`src/rtl/dmem_arbiter_pkg.sv`:
```
// Shared types and constants for the data-memory arbiter.
package dmem_arbiter_pkg;

    localparam int unsigned NUM_LANES = 4;
    localparam int unsigned LANE_W    = 8;
    localparam int unsigned WORD_W    = NUM_LANES * LANE_W;

    // Arbiter FSM state encodings
    typedef enum logic [1:0] {
        DMEM_ARB_IDLE = 2'd0,
        DMEM_ARB_RD   = 2'd1,
        DMEM_ARB_RESP = 2'd2,
        DMEM_ARB_WR   = 2'd3
    } dmem_arb_state_e;

    // Master ids
    localparam logic DMEM_M0 = 1'b0;
    localparam logic DMEM_M1 = 1'b1;

    localparam logic [NUM_LANES-1:0] BE_FULL = 4'b1111;

    // A partial store needs a read-modify-write; full and empty enables do not.
    function automatic logic is_partial_be(input logic [NUM_LANES-1:0] be);
        return (be != BE_FULL) && (be != '0);
    endfunction

endpackage

```
`src/rtl/dmem_byte_merge.sv`:
```
// Combinational 4-lane merge: lanes with be set take wdata, others keep rdata.
module dmem_byte_merge
    import dmem_arbiter_pkg::*;
(
    input  logic [NUM_LANES-1:0] be,
    input  logic [WORD_W-1:0]    wdata,
    input  logic [WORD_W-1:0]    rdata,
    output logic [WORD_W-1:0]    merged_c
);

    // Per-lane select between new store data and the word read back
    always_comb begin
        merged_c = '0;
        for (int i = 0; i < int'(NUM_LANES); i++) begin
            merged_c[i*LANE_W +: LANE_W] = be[i] ? wdata[i*LANE_W +: LANE_W]
                                                 : rdata[i*LANE_W +: LANE_W];
        end
    end

endmodule

```
`src/rtl/dmem_arbiter.sv`:
```
// Two-master arbiter for the single-port data SRAM; sub-word stores are
// sequenced as read-modify-write. Define DMEM_ARB_RR_EN for round-robin
// arbitration; otherwise M0 has fixed priority.
module dmem_arbiter
    import dmem_arbiter_pkg::*;
#(
    parameter int unsigned ADDR_W = 32,
    parameter int unsigned DATA_W = 32
) (
    input  logic              clk,
    input  logic              rst_n,

    input  logic              m0_req_i,
    input  logic              m0_we_i,
    input  logic [ADDR_W-1:0] m0_addr_i,
    input  logic [DATA_W-1:0] m0_wdata_i,
    input  logic [3:0]        m0_be_i,
    output logic              m0_gnt_o,
    output logic [DATA_W-1:0] m0_rdata_o,

    input  logic              m1_req_i,
    input  logic              m1_we_i,
    input  logic [ADDR_W-1:0] m1_addr_i,
    input  logic [DATA_W-1:0] m1_wdata_i,
    input  logic [3:0]        m1_be_i,
    output logic              m1_gnt_o,
    output logic [DATA_W-1:0] m1_rdata_o,

    output logic              mem_en_o,
    output logic              mem_we_o,
    output logic [ADDR_W-1:0] mem_addr_o,
    output logic [DATA_W-1:0] mem_wdata_o,
    input  logic [DATA_W-1:0] mem_rdata_i
);

    localparam logic [ADDR_W-1:0] WORD_MASK = ~ADDR_W'(3);

    dmem_arb_state_e   state;
    logic              win_id_q;
    logic              we_q;
    logic [ADDR_W-1:0] addr_q;
    logic [DATA_W-1:0] wdata_q;
    logic [3:0]        be_q;

    logic              sel_m1;
    logic              win_we;
    logic [ADDR_W-1:0] win_addr;
    logic [DATA_W-1:0] win_wdata;
    logic [3:0]        win_be;
    logic [DATA_W-1:0] merged_c;

`ifdef DMEM_ARB_RR_EN
    logic              rr_ptr;
    logic              rr_valid;
`endif

    dmem_byte_merge u_merge (
        .be       (be_q),
        .wdata    (wdata_q),
        .rdata    (mem_rdata_i),
        .merged_c (merged_c)
    );

    // Pick the winner among asserted requests
    always_comb begin
        sel_m1 = 1'b0;
`ifdef DMEM_ARB_RR_EN
        // rr_ptr holds the last winner; until the first grant M0 is preferred
        if (m0_req_i && m1_req_i) begin
            sel_m1 = rr_valid && (rr_ptr == DMEM_M0);
        end else begin
            sel_m1 = m1_req_i;
        end
`else
        sel_m1 = m1_req_i && !m0_req_i;
`endif
        win_we    = sel_m1 ? m1_we_i    : m0_we_i;
        win_addr  = sel_m1 ? m1_addr_i  : m0_addr_i;
        win_wdata = sel_m1 ? m1_wdata_i : m0_wdata_i;
        win_be    = sel_m1 ? m1_be_i    : m0_be_i;
    end

    // State register, request latches and arbitration pointer
    always_ff @(posedge clk) begin
        if (!rst_n) begin
            state    <= DMEM_ARB_IDLE;
            win_id_q <= DMEM_M0;
            we_q     <= 1'b0;
            addr_q   <= '0;
            wdata_q  <= '0;
            be_q     <= '0;
`ifdef DMEM_ARB_RR_EN
            rr_ptr   <= DMEM_M0;
            rr_valid <= 1'b0;
`endif
        end else begin
            unique case (state)
                DMEM_ARB_IDLE: begin
                    if (m0_req_i || m1_req_i) begin
                        win_id_q <= sel_m1 ? DMEM_M1 : DMEM_M0;
                        we_q     <= win_we;
                        addr_q   <= win_addr;
                        wdata_q  <= win_wdata;
                        be_q     <= win_be;
`ifdef DMEM_ARB_RR_EN
                        rr_ptr   <= sel_m1 ? DMEM_M1 : DMEM_M0;
                        rr_valid <= 1'b1;
`endif
                        if (!win_we || is_partial_be(win_be)) begin
                            state <= DMEM_ARB_RD;
                        end else begin
                            state <= DMEM_ARB_WR;
                        end
                    end
                end
                DMEM_ARB_RD: begin
                    state <= DMEM_ARB_RESP;
                end
                DMEM_ARB_RESP: begin
                    if (we_q) begin
                        // Merged word reuses the write-data latch for the WR cycle
                        wdata_q <= merged_c;
                        state   <= DMEM_ARB_WR;
                    end else begin
                        state   <= DMEM_ARB_IDLE;
                    end
                end
                DMEM_ARB_WR: begin
                    state <= DMEM_ARB_IDLE;
                end
                default: begin
                    state <= DMEM_ARB_IDLE;
                end
            endcase
        end
    end

    // Memory strobes, grants and read data decoded from state and latches
    always_comb begin
        mem_en_o    = 1'b0;
        mem_we_o    = 1'b0;
        mem_addr_o  = '0;
        mem_wdata_o = '0;
        m0_gnt_o    = 1'b0;
        m1_gnt_o    = 1'b0;
        m0_rdata_o  = '0;
        m1_rdata_o  = '0;
        unique case (state)
            DMEM_ARB_RD: begin
                mem_en_o   = 1'b1;
                mem_addr_o = addr_q & WORD_MASK;
            end
            DMEM_ARB_RESP: begin
                if (!we_q) begin
                    if (win_id_q == DMEM_M1) begin
                        m1_gnt_o   = 1'b1;
                        m1_rdata_o = mem_rdata_i;
                    end else begin
                        m0_gnt_o   = 1'b1;
                        m0_rdata_o = mem_rdata_i;
                    end
                end
            end
            DMEM_ARB_WR: begin
                // be == 0 completes without touching memory
                mem_en_o    = |be_q;
                mem_we_o    = |be_q;
                mem_addr_o  = addr_q & WORD_MASK;
                mem_wdata_o = wdata_q;
                m0_gnt_o    = (win_id_q == DMEM_M0);
                m1_gnt_o    = (win_id_q == DMEM_M1);
            end
            default: begin
            end
        endcase
    end

endmodule
```
`config.mk`:
```
export PLATFORM = sky130hd
export DESIGN_NAME = dmem_arbiter
export DESIGN_NICKNAME = d
export VERILOG_FILES = /design/src/rtl/dmem_arbiter_pkg.sv /design/src/rtl/dmem_byte_merge.sv /design/src/rtl/dmem_arbiter.sv
export SDC_FILE = /design/constraint.sdc
export NUM_CORES = 1
export LEC_CHECK = 0
export CAP_MARGIN = 5
export CELL_PAD_IN_SITES_DETAIL_PLACEMENT = 1
export CELL_PAD_IN_SITES_GLOBAL_PLACEMENT = 1
export CORE_ASPECT_RATIO = 1.4
export CORE_MARGIN = 1
export CORE_UTILIZATION = 26
export CTS_CLUSTER_DIAMETER = 50
export DETAILED_ROUTE_END_ITERATION = 10
export HOLD_SLACK_MARGIN = 0.05
export PLACE_DENSITY = 0.87
export SYNTH_ARGS = -nofsm -noshare
export SYNTH_HDL_FRONTEND = slang
export SYNTH_SLANG_ARGS = --single-unit
export TNS_END_PERCENT = 1
```
`constraint.sdc`:
```
create_clock -name clk -period 1.81 [get_ports clk]
set_clock_uncertainty 0.05 [all_clocks]
set_input_delay 0.2715 -clock clk [delete_from_list [all_inputs] [get_ports clk]]
set_output_delay 0.2715 -clock clk [all_outputs]
set_load 0.02 [all_outputs]
```
== Yosys cells after proc, flatten, opt, wreduce, memory -nomap -nowiden ==
Index checks and enable logic that the tools add are counted.

* Register bits: 72
* Input port bits: 174
* Word-level logic and storage cells: 68
* Output and inout bits: 132

* Equal/unequal tests: 10
* Bitwise logic cells: 1
* Reduce and logical (&&, ||, !) cells: 16
* Muxes and demuxes: 32

{| class="wikitable"
|+ Operators with widths
! operator !! number
|-
| $mux W32 || 12
|-
| $pmux W32 S2 || 1
|-
| $mux W8 || 4
|-
| $reduce_and A4 Y1 || 4
|-
| $ne A2 B2 Y1 const B || 6
|-
| $pmux W2 S4 || 1
|-
| $mux W1 || 7
|-
| $mux W2 || 3
|-
| $pmux W1 S2 || 3
|-
| $eq A2 B2 Y1 const B || 2
|-
| $mux W4 || 1
|-
| $ne A4 B4 Y1 const B || 1
|-
| $reduce_bool A4 Y1 || 1
|-
| $reduce_or A4 Y1 || 1
|-
| $eq A2 B1 Y1 const B || 1
|-
| $logic_and A1 B1 Y1 || 2
|-
| $logic_not A1 Y1 || 2
|-
| $logic_not A2 Y1 || 1
|-
| $logic_or A1 B1 Y1 || 2
|-
| $reduce_and A2 Y1 || 1
|-
| $reduce_bool A2 Y1 || 1
|-
| $reduce_or A2 Y1 || 1
|-
| $not A1 Y1 || 1
|}

== Longest topological paths before layout ==
* Depth after elaboration: 9
* Depth in mapped cells: 7
* Gate-level depth less buffers: 3

== Modules after synthesis ==
Synthesis repeated with hierarchy kept, for this count alone.

* Cell total of the unflattened synthesis: 598
* Area total of the unflattened synthesis: 5,203.7 sq um

{| class="wikitable"
|+ By module, submodules not included
! module !! times used !! sequential area each (sq um) !! area an instance (sq um) !! cells each
|-
| dmem_arbiter || 1 || 1,401.3 || 4,678.2 || 562
|-
| dmem_byte_merge || 1 || 0.0 || 525.5 || 36
|}

== Least setup slack after synthesis ==
Ideal clock, no wire load.

* Path type: register to output
* Start: register state[0]
* End: output mem_we_o
* Cell stages (with the launch flop): 6
* Arrival: 1,371 ps
* Path buffers: 3
* Path slack: 117 ps
* Path through: dfxtp_1 > buf_4 > buf_2 > clkbuf_1 > nand2_1 > nor2_1

* Longest elaborated chain between the ends: 2

{| class="wikitable"
|+ Ends and longest elaborated chain
! item !! line !! source
|-
| from (decl) || dmem_arbiter.sv:38 || <nowiki>dmem_arb_state_e state;</nowiki>
|-
| from (signal assigned) || dmem_arbiter.sv:86 || <nowiki>state <= DMEM_ARB_IDLE;</nowiki>
|-
| from (signal assigned) || dmem_arbiter.sv:110 || <nowiki>state <= DMEM_ARB_RD;</nowiki>
|-
| from (signal assigned) || dmem_arbiter.sv:112 || <nowiki>state <= DMEM_ARB_WR;</nowiki>
|-
| $eq A2 B2 Y1 || dmem_arbiter.sv:148 || <nowiki>unique case (state)</nowiki>
|-
| $mux W1 || dmem_arbiter.sv:148 ||
|-
| to (decl) || dmem_arbiter.sv:30 || <nowiki>output logic mem_we_o,</nowiki>
|}

Every way passes these cells.

== Final worst setup path ==
* Start: register win_id_q
* End: output m0_rdata_o[3]

* Longest elaborated chain between the ends: 3

{| class="wikitable"
|+ Ends and longest elaborated chain
! item !! line !! source
|-
| from (decl) || dmem_arbiter.sv:39 || <nowiki>logic win_id_q;</nowiki>
|-
| from (signal assigned) || dmem_arbiter.sv:100 || <nowiki>win_id_q <= sel_m1 ? DMEM_M1 : DMEM_M0;</nowiki>
|-
| $mux W32 || dmem_arbiter.sv:155 || <nowiki>if (win_id_q == DMEM_M1) begin</nowiki>
|-
| $mux W32 || dmem_arbiter.sv:154 || <nowiki>if (!we_q) begin</nowiki>
|-
| $mux W32 || dmem_arbiter.sv:148 ||
|-
| to (decl) || dmem_arbiter.sv:19 || <nowiki>output logic [DATA_W-1:0] m0_rdata_o,</nowiki>
|}

Every way passes these cells.

==> summary.txt <==
Status
  – Status: finished with violations
  – Failing checks: negative setup slack

Setup path
  – Req. time, crit path: 1.49 ns
  – Worst setup SP type: flip-flop
  – Reg2Reg Depth: 5
  – Crit end category: output pin
  – R2R Path End: wdata_q[9]$_SDFFE_PN0P_
  – Critical R2R Launch: state[1]$_SDFFE_PN0P_
  – Crit path max fanout: 16
  – Slowest CP cell: dfxtp_2
  – Reg2Reg Setup Slack: 0.08 ns
  – CP cell instances: nor4b_4 -> buf_4 -> buf_16 -> and2_1 -> buf_6
  – Worst endpoint data arrival time: 1.59 ns
  – Crit Path Class: flip-flop to output pin
  – Max incr delay on CP: 0.34 ns

Power and ir drop
  – Seq pwr share: 29.6%
  – Leakage power: 4.19 nW
  – Switching share of power: around a third
  – Pwr dens: roughly 710 nW/um2
  – Logic pwr share: a little over a third
  – Power, Total: between 6 and 7 mW
  – Clock power frac: a little over a third
  – Sw power: 2.01 mW
  – VDD IR max: between 0.0004 and 0.0005 V
  – Power Internal: 4.40 mW

Clock network
  – CTS buffer count: 9
  – H-tree depth: 3
  – CTS tree: yes
  – Worst-skew pair later-pin latency: 0.34 ns
  – Clock Tree Buf Depth: 2
  – Root buf cell: clkbuf_16
  – CTS Sinks: 70
  – CTS clk-pin slew, worst paths: 0.06 ns

Floorplan
  – Core Area: about 19,000 um2
  – Die W: 118 um
  – Full die area: 19,500 um2
  – Die height: 165 um
  – IO Count: 306
  – Initial Util: 26.5%
  – # rows: 59

Worst hold path
  – Hold endpoint: addr_q[12]$_SDFFE_PN0P_
  – Worst hold path type: input pin to flip-flop
  – Min-delay src: rst_n
  – Hold path depth: 3

Timing
  – Final Hold Fails: 0
  – Tcrit/Tclk final: 106%
  – Max_slew headroom: 62.2%
  – Clock period minus worst slack: around 1.9 ns
  – Setup violators final: between 60 and 70
  – Unrepaired setup endpoints after global routing: yes
  – Final TNS setup: -3.48 ns
  – Worst slew pin tran: 0.567 ns
  – FMAX: 524 MHz
  – Final worst setup slack: -0.0998 ns
  – Slew Viols, Final: 0

Yosys
  – Syn Area/Cell: roughly 8.5 um2
  – Ys flop type: dfxtp_1
  – Yosys reg bits: 70
  – YS warnings: 0
  – Asr flop ratio synth: 0%
  – Sequential share of the synthesized area: 28.5%
  – Cell area after synthesis: 4910 um2
  – Post-Syn Instances: 575
  – Netlist cell types: between 40 and 50
  – Post-synth EDFFs: 0

Final layout
  – Layout cells sized above 1: between 30% and 40%
  – Final core occ: ~48%
  – Antenna fix cells: 0
  – Commonest non-fill, non-tap cell in the layout: clkdlybuf4s50_1
  – Most frequent cells in the layout: 167 x clkdlybuf4s50_1, 79 x buf_4, 66 x dfxtp_1, 62 x and2_1, 59 x buf_2
  – Final nets: between 1,000 and 1,500
  – Fill count: 2,131
  – Area growth from synthesis to layout: 82.9%

Global route
  – Initial antenna violation count: 0
  – Largest net degree at the start of global routing: 36
  – Total track usage: 23.0%
  – Number of global-route vias before repair: 6,265
  – Global-route wire length before repair: around 35,000 um
  – GRT Residual Overflow: 0

Routing
  – Final WL: 22,600 um
  – Residual DRC: 0
  – DR vias: 5,828
  – Number of DRC markers in iteration 0: 190
  – Iteration count of the initial detailed-routing pass: 4
  – Routed len/inst: a little under 20 um
  – Via density: 5.05
  – DRT antenna net count: 0

Flow run
  – Max cap viols: 0

Placed design
  – Routability cong.: 0.821
  – IO Port Bufs: 299
  – Placed wire-length estimate: 16,100 um
  – Dpl ws: -0.337 ns
-- critical path: cells and delay by family (launching register included) --
family | cells | cell delay (ns)
AND/OR/NAND/NOR | 2 | 0.44
buffers and inverters | 3 | 0.45
flip-flops | 1 | 0.34
-- through the flow --
step / hold WS (ns) / cell area, um2 / std cells
after CTS: 0.250 / 8970 / 1155
final: 0.264 / 8980 / 1155
after detailed placement: 0.412 / 8620 / 1131
after global routing: 0.260 / 8980 / 1155
after floorplan: 0.385 / 4910 / 576
after global placement: 0.402 / 8620 / 1131
-- worst max path at each step --
stage                           from                 endpoint  slack (ns)  cells after the start
4_1_cts        win_id_q$_SDFFE_PN0P_           m0_rdata_o[13]       -0.10                      5
2_1_floorplan  state[0]$_SDFFE_PN0P_                 mem_we_o        0.12                      5
3_3_place_gp                m0_req_i  wdata_q[7]$_SDFFE_PN0P_       -0.27                      7
6_report       win_id_q$_SDFFE_PN0P_            m0_rdata_o[3]        -0.1                      5
3_5_place_dp                m1_req_i  wdata_q[7]$_SDFFE_PN0P_       -0.34                      6
5_1_grt        win_id_q$_SDFFE_PN0P_           m0_rdata_o[24]       -0.15                      5
-- cells by family (layout without fill, tap and decap cells) --
family | count (synthesis) | after routing | synth area share, %
simple gates | 252 | 252 | 31.7
buf+inv | 68 | 403 | 7.16
mux | 34 | 34 | 6.93
compound gates | 150 | 150 | 25.6
other cells | 1 | 2 | 0.0764
flops | 70 | 70 | 28.5
-- what timing repair did --
action / CTS / global route
gates resized for setup: 634 / 39
pin swaps: 6 / 1
hold buffers: 0 / 0
setup endpoints to repair: 131 / 86
gates cloned: 3 / 0
buffers inserted: 5 / 0
-- power groups by stage --
stage | clock network [mW] | registers [mW] | logic (mW)
detailed placement | 0 | 1.92 | 2.22
CTS | 2.30 | 1.90 | 2.26
global placement | 0 | 1.90 | 2.17
finish | 2.25 | 1.90 | 2.26
global route | 2.35 | 1.92 | 2.43
floorplan | 0 | 1.88 | 1.17
-- sequential cells by signal, indices dropped and copies added (netlist names) --
signal,cells
be_q,4
win_id_q,1
addr_q,30
state,2
wdata_q,32
we_q,1
-- area by class of cell --
class | count | area, um2 | share of cell area [%]
Timing Repair Buffer | 384 | 3600 | 40.0
Multi-Input combinational cell | 438 | 3290 | 36.6
Sequential cell | 70 | 1410 | 15.7
Tap cell | 244 | 305 | 3.40
Clock buffer | 9 | 225 | 2.51
Clock inverter | 7 | 145 | 1.62
Inverter | 3 | 11.3 | 0.125
-- per-layer routing --
layer	vias up	global-route usage, %	part of all wire [%]
met2	210	43.8	53
li1	2753	-	-
met1	2825	23.8	38
met4	0	10.7	3.0
met3	40	5.18	5.6
met5	-	0	0
-- Yosys cell counts (2+ instances only) --
cell       n  area (um2)
inv_1      2        7.51
a211oi_1  37         278
nand3b_4   3        60.1
buf_4      6        45.0
buf_6      8        90.1
a211oi_2  31         388
buf_2     11        55.1
and4_1     2        17.5
a211o_4    3        52.6
nor2_1    35         131
nand3b_1   2        15.0
buf_1      4        15.0
clkbuf_1  36         135
o32ai_1   32         280
nand2_1   36         135
and3b_1   32         280
nor4_1     2        12.5
dfxtp_1   70        1400
and3_1    33         206
and2_1    94         588
nand2b_1   2        12.5
mux2i_1   34         340
a21oi_1   40         200
Power figures use the tool's default switching activity.
